<file path="src/rtl/mux_rr_stream.sv">
`default_nettype none
// ============================================================================
// Module   : mux_rr_stream
// Purpose  : N-way, DATA_W-bit stream multiplexer with valid/ready handshakes
//            and a registered output stage. MODE=0 forwards the channel named
//            by sel; MODE=1 arbitrates round-robin among requesting inputs.
// Ports    : clk       - sole clock, rising edge
//            rst_n     - synchronous active-low reset
//            in_valid  - per-channel valid (bit i = channel i)
//            in_data   - flattened data, channel i at [i*DATA_W +: DATA_W]
//            in_ready  - per-channel ready (combinational, one-hot or zero)
//            sel       - channel select, used only when MODE=0
//            out_valid - registered output valid
//            out_data  - registered output data
//            out_src   - index of the channel that supplied out_data
//            out_ready - consumer ready
// Params   : NUM_IN (2..16), DATA_W, SEL_W = $clog2(NUM_IN), MODE (0/1)
// Revision : 1.0 - initial release
// ============================================================================
module mux_rr_stream #(
  parameter int NUM_IN = 8,
  parameter int DATA_W = 32,
  parameter int SEL_W  = $clog2(NUM_IN),
  parameter int MODE   = 0
) (
  input  logic                     clk,
  input  logic                     rst_n,
  input  logic [NUM_IN-1:0]        in_valid,
  input  logic [NUM_IN*DATA_W-1:0] in_data,
  output logic [NUM_IN-1:0]        in_ready,
  input  logic [SEL_W-1:0]         sel,
  output logic                     out_valid,
  output logic [DATA_W-1:0]        out_data,
  output logic [SEL_W-1:0]         out_src,
  input  logic                     out_ready
);

  logic              load;
  logic              grant_vld;
  logic [SEL_W-1:0]  grant_idx;
  logic [DATA_W-1:0] grant_data;
  logic              xfer;

  // Output register can take a beat when empty or draining this cycle.
  assign load = !out_valid || out_ready;

  // grant_vld already implies in_valid[grant_idx], so a granted, loadable
  // cycle is exactly a transfer. Reset suppresses all handshakes.
  assign xfer = rst_n && load && grant_vld;

  generate
    if (MODE == 0) begin : g_ext_sel
      // Out-of-range sel values never match a channel, so nothing is granted.
      always_comb begin
        grant_idx = sel;
        grant_vld = 1'b0;
        for (int i = 0; i < NUM_IN; i++) begin
          if (sel == SEL_W'(i)) grant_vld = in_valid[i];
        end
      end
    end else begin : g_rr
      logic [SEL_W-1:0] ptr;
      logic             unused_sel;

      assign unused_sel = ^sel;

      // Walk the search order from the far end back to ptr so the entry
      // closest to ptr (highest priority) is the last one written.
      always_comb begin
        int idx;
        idx       = 0;
        grant_idx = '0;
        grant_vld = |in_valid;
        for (int k = NUM_IN - 1; k >= 0; k--) begin
          idx = int'(ptr) + k;
          if (idx >= NUM_IN) idx = idx - NUM_IN;
          if (in_valid[idx]) grant_idx = SEL_W'(idx);
        end
      end

      // Priority moves to the channel after the winner, wrapping at NUM_IN-1.
      always_ff @(posedge clk) begin
        if (!rst_n) begin
          ptr <= '0;
        end else if (xfer) begin
          if (grant_idx == SEL_W'(NUM_IN - 1)) ptr <= '0;
          else                                 ptr <= grant_idx + 1'b1;
        end
      end
    end
  endgenerate

  always_comb begin
    grant_data = '0;
    for (int i = 0; i < NUM_IN; i++) begin
      if (grant_idx == SEL_W'(i)) grant_data = in_data[i*DATA_W +: DATA_W];
    end
  end

  always_comb begin
    in_ready = '0;
    for (int i = 0; i < NUM_IN; i++) begin
      in_ready[i] = xfer && (grant_idx == SEL_W'(i));
    end
  end

  // On load without a transfer only valid drops; data/src keep the last beat.
  always_ff @(posedge clk) begin
    if (!rst_n) begin
      out_valid <= 1'b0;
      out_data  <= '0;
      out_src   <= '0;
    end else if (load) begin
      if (xfer) begin
        out_valid <= 1'b1;
        out_data  <= grant_data;
        out_src   <= grant_idx;
      end else begin
        out_valid <= 1'b0;
      end
    end
  end

endmodule
`default_nettype wire

</file>
<file path="config.mk">
export PLATFORM = sky130hd
export DESIGN_NAME = mux_rr_stream
export DESIGN_NICKNAME = d
export VERILOG_FILES = /design/src/rtl/mux_rr_stream.sv
export SDC_FILE = /design/constraint.sdc
export NUM_CORES = 1
export LEC_CHECK = 0
export BUFFER_PORTS_ARGS = -buffer_cell sky130_fd_sc_hd__buf_2
export CORE_AREA = 2 2 122 124
export CTS_CLUSTER_SIZE = 12
export DETAILED_ROUTE_END_ITERATION = 8
export DIE_AREA = 0 0 124 126
export HOLD_SLACK_MARGIN = 0.1
export PLACE_DENSITY_LB_ADDON = 0.3
export REMOVE_ABC_BUFFERS = 1
export SLEW_MARGIN = 0
export SYNTH_ARGS = -nofsm -noshare
export SYNTH_HDL_FRONTEND = slang
export SYNTH_SLANG_ARGS = --single-unit
</file>
<file path="constraint.sdc">
create_clock -name clk -period 2.3 [get_ports clk]
set_input_delay 0.46 -clock clk [delete_from_list [all_inputs] [get_ports clk]]
set_output_delay 0.46 -clock clk [all_outputs]
set_load 0.02 [all_outputs]
</file>
# After elaboration in Yosys (flattened, before gate mapping)
# Index checks and enable logic that the tools add are counted.
[op_classes]
add_sub_neg = 0
mul = 0
n_div = 0
order_cmp = 0
n_eq_ne = 7
n_shift = 0
n_mux = 17
bitwise_logic = 0
n_reduce_logical = 14
[op_table]
columns = ["operator", "count"]
rows = [
  ["32-bit two-way mux", 8],
  ["3-bit == test, second input constant", 4],
  ["1-bit logical AND", 10],
  ["1-bit two-way mux", 9],
  ["3-bit by 2-bit == test with 1-bit output, second input constant", 2],
  ["3-bit by 1-bit == test with 1-bit output, second input constant", 1],
  ["3-bit zero test", 1],
  ["2-bit AND reduction", 1],
  ["1-bit zero test", 1],
  ["1-bit logical OR", 1],
]
[totals]
register_bits = 36
latchBits = 0
ram_bits = 0
romBits = 0
wordCells = 41
mem_count = 0

# Depth between registers and ports, before layout
# Gate-level depths: netlist of run 1.
[depth]
depth_word = 11
mapped_depth = 8
mapped_depth_nobuf = 5

# Worst setup path after synthesis of run 1
# OpenSTA, ideal clock, no wires.
[synth_path]
path_type = "in2out"
from = "in sel[2]"
to = "out in_ready[0]"
arrival_time_ns = 1.802
required_time_ns = 1.840
path_slack_ns = 0.038
cell_stages = 6
n_path_buf = 1
cell_sequence = "buf_4 > mux2i_1 > a22oi_2 > nand3_1 > or2_1 > nor3_1"
[synth_via]
elab_chain_len = 11
word_cells_on_any_way = 18
[synth_lines]
columns = ["item", "line", "text"]
rows = [
  ["start: declaration", "31", "input logic [SEL_W-1:0] sel,"],
  ["3-bit zero test", "58, 103", ""],
  ["1-bit two-way mux (8 in series)", "58", "if (sel == SEL_W'(i)) grant_vld = in_valid[i];"],
  ["1-bit logical AND", "49", "assign xfer = rst_n && load && grant_vld;"],
  ["1-bit logical AND (*)", "103", "in_ready[i] = xfer && (grant_idx == SEL_W'(i));"],
  ["end: declaration", "30", "output logic [NUM_IN-1:0] in_ready,"],
]
# Mark *: on every way between the ends. The rest lies on a longest branch, timed or not.

# Worst setup path after layout of run 1
[layout_path]
from = "in sel[1]"
to = "out in_ready[0]"
# Same word-level chain as after synthesis.

==> run summary, run 1 <==
Setup TNS Final -> 0 ns
Post-synth EDFFs -> 0
largest net degree at the start of global routing -> 81
CP Max Fanout -> 11
Routed Wire Length -> 15,900 microns
post-cts resize count -> 0
drt pass-1 iters -> 4
measured slew at the worst slew-check pin -> 0.492 ns
async set or reset register ratio after synthesis -> 0%
Critical Path End Type -> output port
Finished Core Util -> 41.2%
H-tree levels -> 2
Pwr Total -> 0.00241 W
post-route antenna net violation count -> 0
HP Class -> reg2reg
Root Driver -> clkbuf_16
TritonCTS clock tree -> built
FP Rows -> 44
Most used DFF post-synth -> dfxtp_1
vias per cell -> 5.09
Final setup viols -> 0
CTS Buffer Depth -> 2
DRC Markers -> 0
die area -> 15,600 sq um
Worst Clk Skew -> 0.00373 ns
initial antenna violation count -> 1
via count -> 5,033
Static Leakage -> 2.97 nW
Hold-fix buffers, CTS -> 0
fin cells -> 988
first-pass GRT wire length -> 23,600 microns
RSZ-0062 raised after global routing -> no
per-cell routed wire length -> 16.1 microns
Yosys warning total -> 0
vias in the first global route -> 4,769
Syn Inst Count -> 520
layout cells sized above 1 -> 43.7%
critical path arrival -> 1.76 ns
status -> finished, final reports clean
TritonCTS Sinks -> 36
register area share after synthesis -> 17.9%
Period minus WS final -> 2.22 ns
port bufs -> 313
Setup Buffers After CTS -> 0
Max-cap violations -> 0
Top Ports -> 314
Peak Freq -> 0.451 GHz
Startpoint Class -> input pin
data required time of the worst path -> 1.84 ns
drt first-iter violations -> 206
final net count -> 1,075
fill count -> 1,541
Crit Path Class -> in2out
pwr/cell area -> 409 nW/um^2
CTS clk-pin slew, worst paths -> 0.05 ns
Yosys cell types -> 41
Mapped Area -> 4040 sq um
final worst path period share -> 96.4%
placed insts -> 982
Die Wd -> 124 microns
Core Footprint -> 14,300 sq um
Clock Latency Late Sink -> 0.28 ns
RePlAce Congestion -> 0.805
Layout area overhead -> 46.3%
Max IR drop VDD -> 0.217 mV
syn avg cell area -> 7.76 sq um
Final Hold Vio Count -> 0
die height -> 126 microns
post-DP HPWL -> 12,800 microns
fin. max-slew vios -> 0
Initial Util -> 28.2%
Num CTS Buffers -> 5
grt ovf -> 0
gr usage total -> 19.2%
max_slew headroom -> 67.2%
FF+latch count, synth -> 36
-- area by class of cell --
| type | instances | area [sq um] | share of cell area, % |
|---|---|---|---|
| multi-input cells | 423 | 3000 | 50.8 |
| repair buffers | 338 | 1820 | 30.9 |
| flip-flops and latches | 36 | 721 | 12.2 |
| well taps | 184 | 230 | 3.90 |
| clock buffers | 5 | 125 | 2.12 |
| inverters | 1 | 3.75 | 0.0636 |
| diodes | 1 | 2.50 | 0.0424 |
-- sequential cells by signal, indices dropped and copies added, names as in the netlist --
| signal | count |
|---|---|
| out_data | 32 |
| out_src | 3 |
| out_valid | 1 |
-- cell usage after synthesis (2+ instances only) --
master | instances | area, sq um
a21boi_1 | 4 | 30.0
o21ai_1 | 8 | 40.0
buf_6 | 6 | 67.6
a21boi_0 | 20 | 150
nand2b_1 | 2 | 12.5
mux2i_1 | 83 | 831
buf_2 | 21 | 105
dfxtp_1 | 36 | 721
a211oi_1 | 31 | 233
buf_1 | 2 | 7.51
clkbuf_1 | 23 | 86.3
a2bb2oi_1 | 7 | 61.3
a221oi_1 | 31 | 272
o21ai_0 | 3 | 15.0
o21a_1 | 23 | 173
nand2_1 | 41 | 154
nor3b_1 | 2 | 15.0
nor3_1 | 2 | 10.0
o211ai_1 | 7 | 52.6
buf_4 | 8 | 60.1
a21oi_1 | 33 | 165
nor2b_1 | 27 | 169
and2_0 | 3 | 18.8
nand3_1 | 6 | 30.0
nor2_1 | 30 | 113
o31ai_1 | 24 | 180
and2_1 | 23 | 144
-- power by group --
part           internal, W  switching, W  total (W)
clock network     0.000383      0.000241   0.000623
registers         0.000700     0.0000335   0.000733
logic             0.000505      0.000553    0.00106
-- through the flow --
stage | cell area, sq um | setup WS [ns] | hold slack [ns]
floorplan | 3710 | -0.528 | 0.531
global placement | 5760 | 0.0543 | 0.443
detailed placement | 5760 | 0.0496 | 0.448
CTS | 5890 | 0.0469 | 0.457
global route | 5900 | 0.0127 | 0.469
finish | 5900 | 0.0827 | 0.454
-- worst paths after layout --
kind	from	endpoint	slack [ns]	cells after the start
hold reg to reg	out_data[17]	out_data[17]	0.45	2
hold / removal	out_data[17]	out_data[17]	0.45	2
setup / recovery	sel[1]	in_ready[0]	0.08	7
setup reg to reg	out_valid	out_data[1]	0.87	5
-- placed cells by master (no fill, tap or decap), drive strengths merged, types with 11 or more instances in the layout --
cell / count
buf: 337
mux2i: 83
nand2: 42
dfxtp: 36
a21oi: 33
a211oi: 31
a221oi: 31
nor2: 30
nor2b: 27
and2: 26
o31ai: 24
a21boi: 24
o21a: 23
o21ai: 11
-- cell families after synthesis --
logic type | after synthesis | share of synthesized area, %
buf+inv | 61 | 8.19
mux | 84 | 20.9
compound gates | 197 | 35.4
simple gates | 142 | 17.6
flops | 36 | 17.9
-- critical path, stage by stage --
cell and delay [ns]:
clkbuf_4 0.19, and2b_1 0.22, a22oi_2 0.20, nand3_2 0.12
or2_1 0.24, nor3_1 0.14, buf_2 0.19
-- routing by layer --
metal / global-route usage, % / share of wire (%) / vias up
met5: 0 / 0 / -
met4: 4.56 / 1.4 / 0
met3: 4.17 / 8.5 / 14
met2: 35.8 / 51 / 212
met1: 21.9 / 39 / 2289
li1: - / - / 2518
(Power assumes the default switching activity.)
==> run 2, diff against run 1 <==
- MAX_ROUTING_LAYER: default -> met4
==> run 2 against run 1 <==
Against the previous run: sequential cell count unchanged; first-iteration DRC count increased by 5.3%; non-clock buffer count unchanged; worst hold slack about the same; highest routed layer unchanged.
==> run summary, run 2 (synthesis gave the netlist of run 1 again) <==
status -> finished, final reports clean
Static Leakage -> 2.97 nW
worst r2r path cells -> 5
P_int -> 0.00159 W
Root Driver -> clkbuf_16
final instance area -> 5900 sq um
die area -> 15,600 sq um
hold slack -> 0.454 ns
Worst Clk Skew -> 0.00373 ns
Die Wd -> 124 microns
Final Hold Vio Count -> 0
dpl ws -> 0.0496 ns
Crit Path Class -> in2out
hold path start -> out_data[17]
final net count -> 1,075
TritonCTS clock tree -> built
CTS Buffer Depth -> 2
data required time of the worst path -> 1.84 ns
Layout area overhead -> 46.3%
Startpoint Class -> input pin
FP Rows -> 44
CTS clk-pin slew, worst paths -> 0.05 ns
placed inst area -> 5760 sq um
Crit Reg-Reg Startpoint -> out_valid
Num CTS Buffers -> 5
Top Ports -> 314
Peak Freq -> 0.452 GHz
critical path arrival -> 1.75 ns
Clock Latency Late Sink -> 0.28 ns
WHS Endpoint -> out_data[17]
Max IR drop VDD -> 0.216 mV
Routed Wire Length -> 15,900 microns
via count -> 5,053
vias per cell -> 5.11
Period minus WS final -> 2.21 ns
post-route antenna net violation count -> 0
measured slew at the worst slew-check pin -> 0.494 ns
R2R Path End -> out_data[1]
commonest non-fill, non-tap cell in the layout -> buf_2
most frequent cells in the layout -> buf_2, mux2i_1, nand2_1
Most flops, register -> out_data
Max-cap violations -> 0
first-pass GRT wire length -> 23,600 microns
TritonCTS Sinks -> 36
largest registers -> out_data x32, out_src x3, out_valid x1
post-DP HPWL -> 12,800 microns
Core Footprint -> 14,300 sq um
Final setup viols -> 0
RePlAce Congestion -> 0.817
initial antenna violation count -> 1
largest net degree at the start of global routing -> 81
CP Max Fanout -> 11
per-cell routed wire length -> 16.1 microns
drt pass-1 iters -> 5
port bufs -> 313
grt ovf -> 0
DRC Markers -> 0
Sw Pwr -> 0.000827 W
r2r setup slk -> 0.87 ns
max_slew headroom -> 67.1%
max reg flops -> 32
switching part of the total -> 34.3%
Clock Power Share -> 25.8%
Initial Util -> 28.2%
layout cells sized above 1 -> 43.7%
Setup Buffers After CTS -> 0
vias in the first global route -> 4,771
final worst path period share -> 96.1%
Critical Path End Type -> output port
gr usage total -> 19.8%
RSZ-0062 raised after global routing -> no
Min-Delay Path Depth -> 2
combinational group share of total power -> 43.9%
drt first-iter violations -> 217
die height -> 126 microns
part of the power in registers -> 30.4%
fin. max-slew vios -> 0
HP Class -> reg2reg
pwr/cell area -> 409 nW/um^2
final setup margin -> 0.0892 ns
H-tree levels -> 2
Pwr Total -> 0.00241 W
run 2: power by group through the flow:
stage	logic [W]	clock network (W)	registers [W]
after detailed placement	0.00107	0	0.000746
after global placement	0.00106	0	0.000745
final	0.00106	0.000623	0.000733
after floorplan	0.000428	0	0.000840
after CTS	0.00107	0.000655	0.000734
after global routing	0.00116	0.000679	0.000742
run 2: final cells by class:
type | count | area [sq um]
Antenna cell | 1 | 2.50
Clock buffer | 5 | 125
Fill cell | 1541 | 8410
Inverter | 1 | 3.75
Multi-Input combinational cell | 423 | 3000
Sequential cell | 36 | 721
Tap cell | 184 | 230
Timing Repair Buffer | 338 | 1820
run 2: timing repair:
| action | CTS | global route |
|---|---|---|
| setup endpoints to repair | 0 | 2 |
| hold buffers | 0 | 0 |
| gates resized for setup | 0 | 3 |
run 2: per-layer routing:
metal / up-vias / track usage [%] / part of all wire, %
met2: 236 / 35.8 / 51
met1: 2286 / 22.4 / 39
met4: 0 / 4.56 / 1.4
met5: - / - / 0
li1: 2519 / - / -
met3: 12 / 3.31 / 8.7
run 2: through the flow:
stage | cells | util, % | setup TNS (ns)
detailed placement | 982 | 40.3 | 0
CTS | 987 | 41.1 | 0
floorplan | 460 | - | -6.45
finish | 988 | 41.2 | 0
global placement | 982 | 40.3 | 0
global route | 988 | 41.2 | 0
run 2: worst max-delay path by stage:
stage / startpoint / endpoint
finish: sel[1] / in_ready[7]
global route: sel[2] / in_ready[7]
CTS: sel[1] / in_ready[0]
detailed placement: sel[1] / in_ready[0]
global placement: sel[1] / in_ready[0]
floorplan: sel[2] / in_ready[5]
run 2: worst max-delay path: stages:
cell,delay [ns]
clkbuf_4,0.18
and2b_1,0.21
a22oi_2,0.19
a21o_4,0.19
and2_1,0.17
and3_1,0.17
buf_2,0.16
==> run 3, diff against run 2 <==
- PLACE_DENSITY: default -> 0.69
- PLACE_DENSITY_LB_ADDON: 0.3 -> default
==> run 3 against run 2 <==
Against the previous run: die area unchanged; non-clock buffer count up 8; clock power up 13%.
==> run summary, run 3 (synthesis gave the netlist of run 1 again) <==
Pwr Total -> 0.00253 W
combinational group share of total power -> 43.2%
TritonCTS clock tree -> built
drt pass-1 iters -> 4
largest net degree at the start of global routing -> 73
Crit Path Class -> in2out
post-route antenna net violation count -> 0
Initial Util -> 28.2%
Top Ports -> 314
initial antenna violation count -> 1
Most flops, register -> out_data
drt first-iter violations -> 224
largest registers -> out_data x32, out_src x3, out_valid x1
DRC Markers -> 0
Period minus WS final -> 2.26 ns
max_slew headroom -> 67.0%
first-pass GRT wire length -> 25,200 microns
Sw Pwr -> 0.000876 W
data required time of the worst path -> 1.84 ns
CTS clk-pin slew, worst paths -> 0.06 ns
Max-cap violations -> 0
CP peak stage delay -> 0.26 ns
commonest non-fill, non-tap cell in the layout -> buf_2
port bufs -> 313
Startpoint Class -> input pin
Static Leakage -> 3.02 nW
FP Rows -> 44
FF+latch area -> 721 sq um
fin cells -> 998
H-tree levels -> 2
multi-input logic area -> 3020 sq um
CP Max Fanout -> 9
gr usage total -> 21.2%
die area -> 15,600 sq um
fin. max-slew vios -> 0
TritonCTS Sinks -> 36
Clock Latency Late Sink -> 0.28 ns
Core Footprint -> 14,300 sq um
grt ovf -> 0
hold slack -> 0.458 ns
Num CTS Buffers -> 5
P_int -> 0.00165 W
Routed Wire Length -> 17,100 microns
Layout area overhead -> 49.1%
status -> finished, final reports clean
part of the power in registers -> 29.0%
placed insts -> 990
Max IR drop VDD -> 0.226 mV
RePlAce Congestion -> 0.834
vias in the first global route -> 4,975
die height -> 126 microns
per-cell routed wire length -> 17.1 microns
critical path cell sequence -> clkbuf_4 -> mux2i_2 -> a22oi_2 -> a21o_4 -> and2_1 -> and3_1 -> buf_2
Finished Core Util -> 42.0%
fill count -> 1,530
CTS Buffer Depth -> 2
Final Hold Vio Count -> 0
Worst Clk Skew -> 0.00611 ns
Final setup viols -> 0
Clock Power Share -> 27.7%
pwr/cell area -> 420 nW/um^2
HP Class -> reg2reg
Peak Freq -> 0.442 GHz
most frequent cells in the layout -> buf_2, mux2i_1, nand2_1
Ant. Diodes -> 0
vias per cell -> 5.22
Critical Path Slowest Stage Cell -> mux2i_2
via count -> 5,212
Root Driver -> clkbuf_16
final worst path period share -> 98.5%
post-DP HPWL -> 13,300 microns
critical path arrival -> 1.80 ns
Critical Path End Type -> output port
max reg flops -> 32
measured slew at the worst slew-check pin -> 0.494 ns
layout cells sized above 1 -> 45.0%
Die Wd -> 124 microns
final net count -> 1,083
switching part of the total -> 34.6%
==> run 3: changes by cell type in the layout (fill, tap and decap cells not counted), moves of 2 or more <==
| cell | change |
|---|---|
| buf_4 | +11 |
| buf_2 | -5 |
| clkbuf_1 | +2 |
| nor3_1 | -2 |
| nor3_2 | +2 |
==> run 3: power by group through the flow <==
stage | clock network (W) | registers, W | logic, W
3_3_place_gp | 0 | 0.000746 | 0.00108
5_1_grt | 0.000746 | 0.000744 | 0.00119
3_5_place_dp | 0 | 0.000746 | 0.00108
2_1_floorplan | 0 | 0.000840 | 0.000428
6_report | 0.000701 | 0.000734 | 0.00109
4_1_cts | 0.000724 | 0.000734 | 0.00109
==> run 3: stage by stage <==
stage                     worst slack [ns]  TNS [ns]  cell area (sq um)
after floorplan                     -0.528     -6.45               3710
after global placement               0.112         0               5830
after detailed placement            0.0781         0               5830
after CTS                           0.0710         0               5970
after global routing               -0.0371    -0.120               6020
final                               0.0354         0               6020
==> run 3: final cells by class <==
class                   instances  share of cell area, %
clock buffers                   8                   2.43
well taps                     184                   3.83
repair buffers                346                   31.5
flip-flops and latches         36                   12.0
inverters                       1                 0.0624
multi-input cells             423                   50.2
==> run 3: worst paths after layout <==
| path | start | end | slack [ns] | cells after the start |
|---|---|---|---|---|
| max | sel[2] | in_ready[7] | 0.04 | 7 |
| min | out_data[21] | out_data[21] | 0.46 | 2 |
| max reg2reg | out_valid | out_data[2] | 0.87 | 5 |
| min reg2reg | out_data[21] | out_data[21] | 0.46 | 2 |
==> run 3: critical path: cells and delay by family <==
family | cells | cell delay, ns
buffers and inverters | 2 | 0.34
muxes | 1 | 0.26
and+or+nand+nor | 2 | 0.34
AOI/OAI and AO/OA | 2 | 0.39
==> run 3: what timing repair did <==
item / 4_1_cts / 5_1_grt
setup buffers: 0 / 0
endpoints found under the setup margin: 0 / 5
gates resized for setup: 0 / 13
hold buffers: 0 / 0
==> run 3: metal layers <==
metal	global-route usage, %	share of wire (%)
met1	25.5	42
met4	8.20	3.3
met5	-	0
met3	3.26	8.2
met2	35.4	47
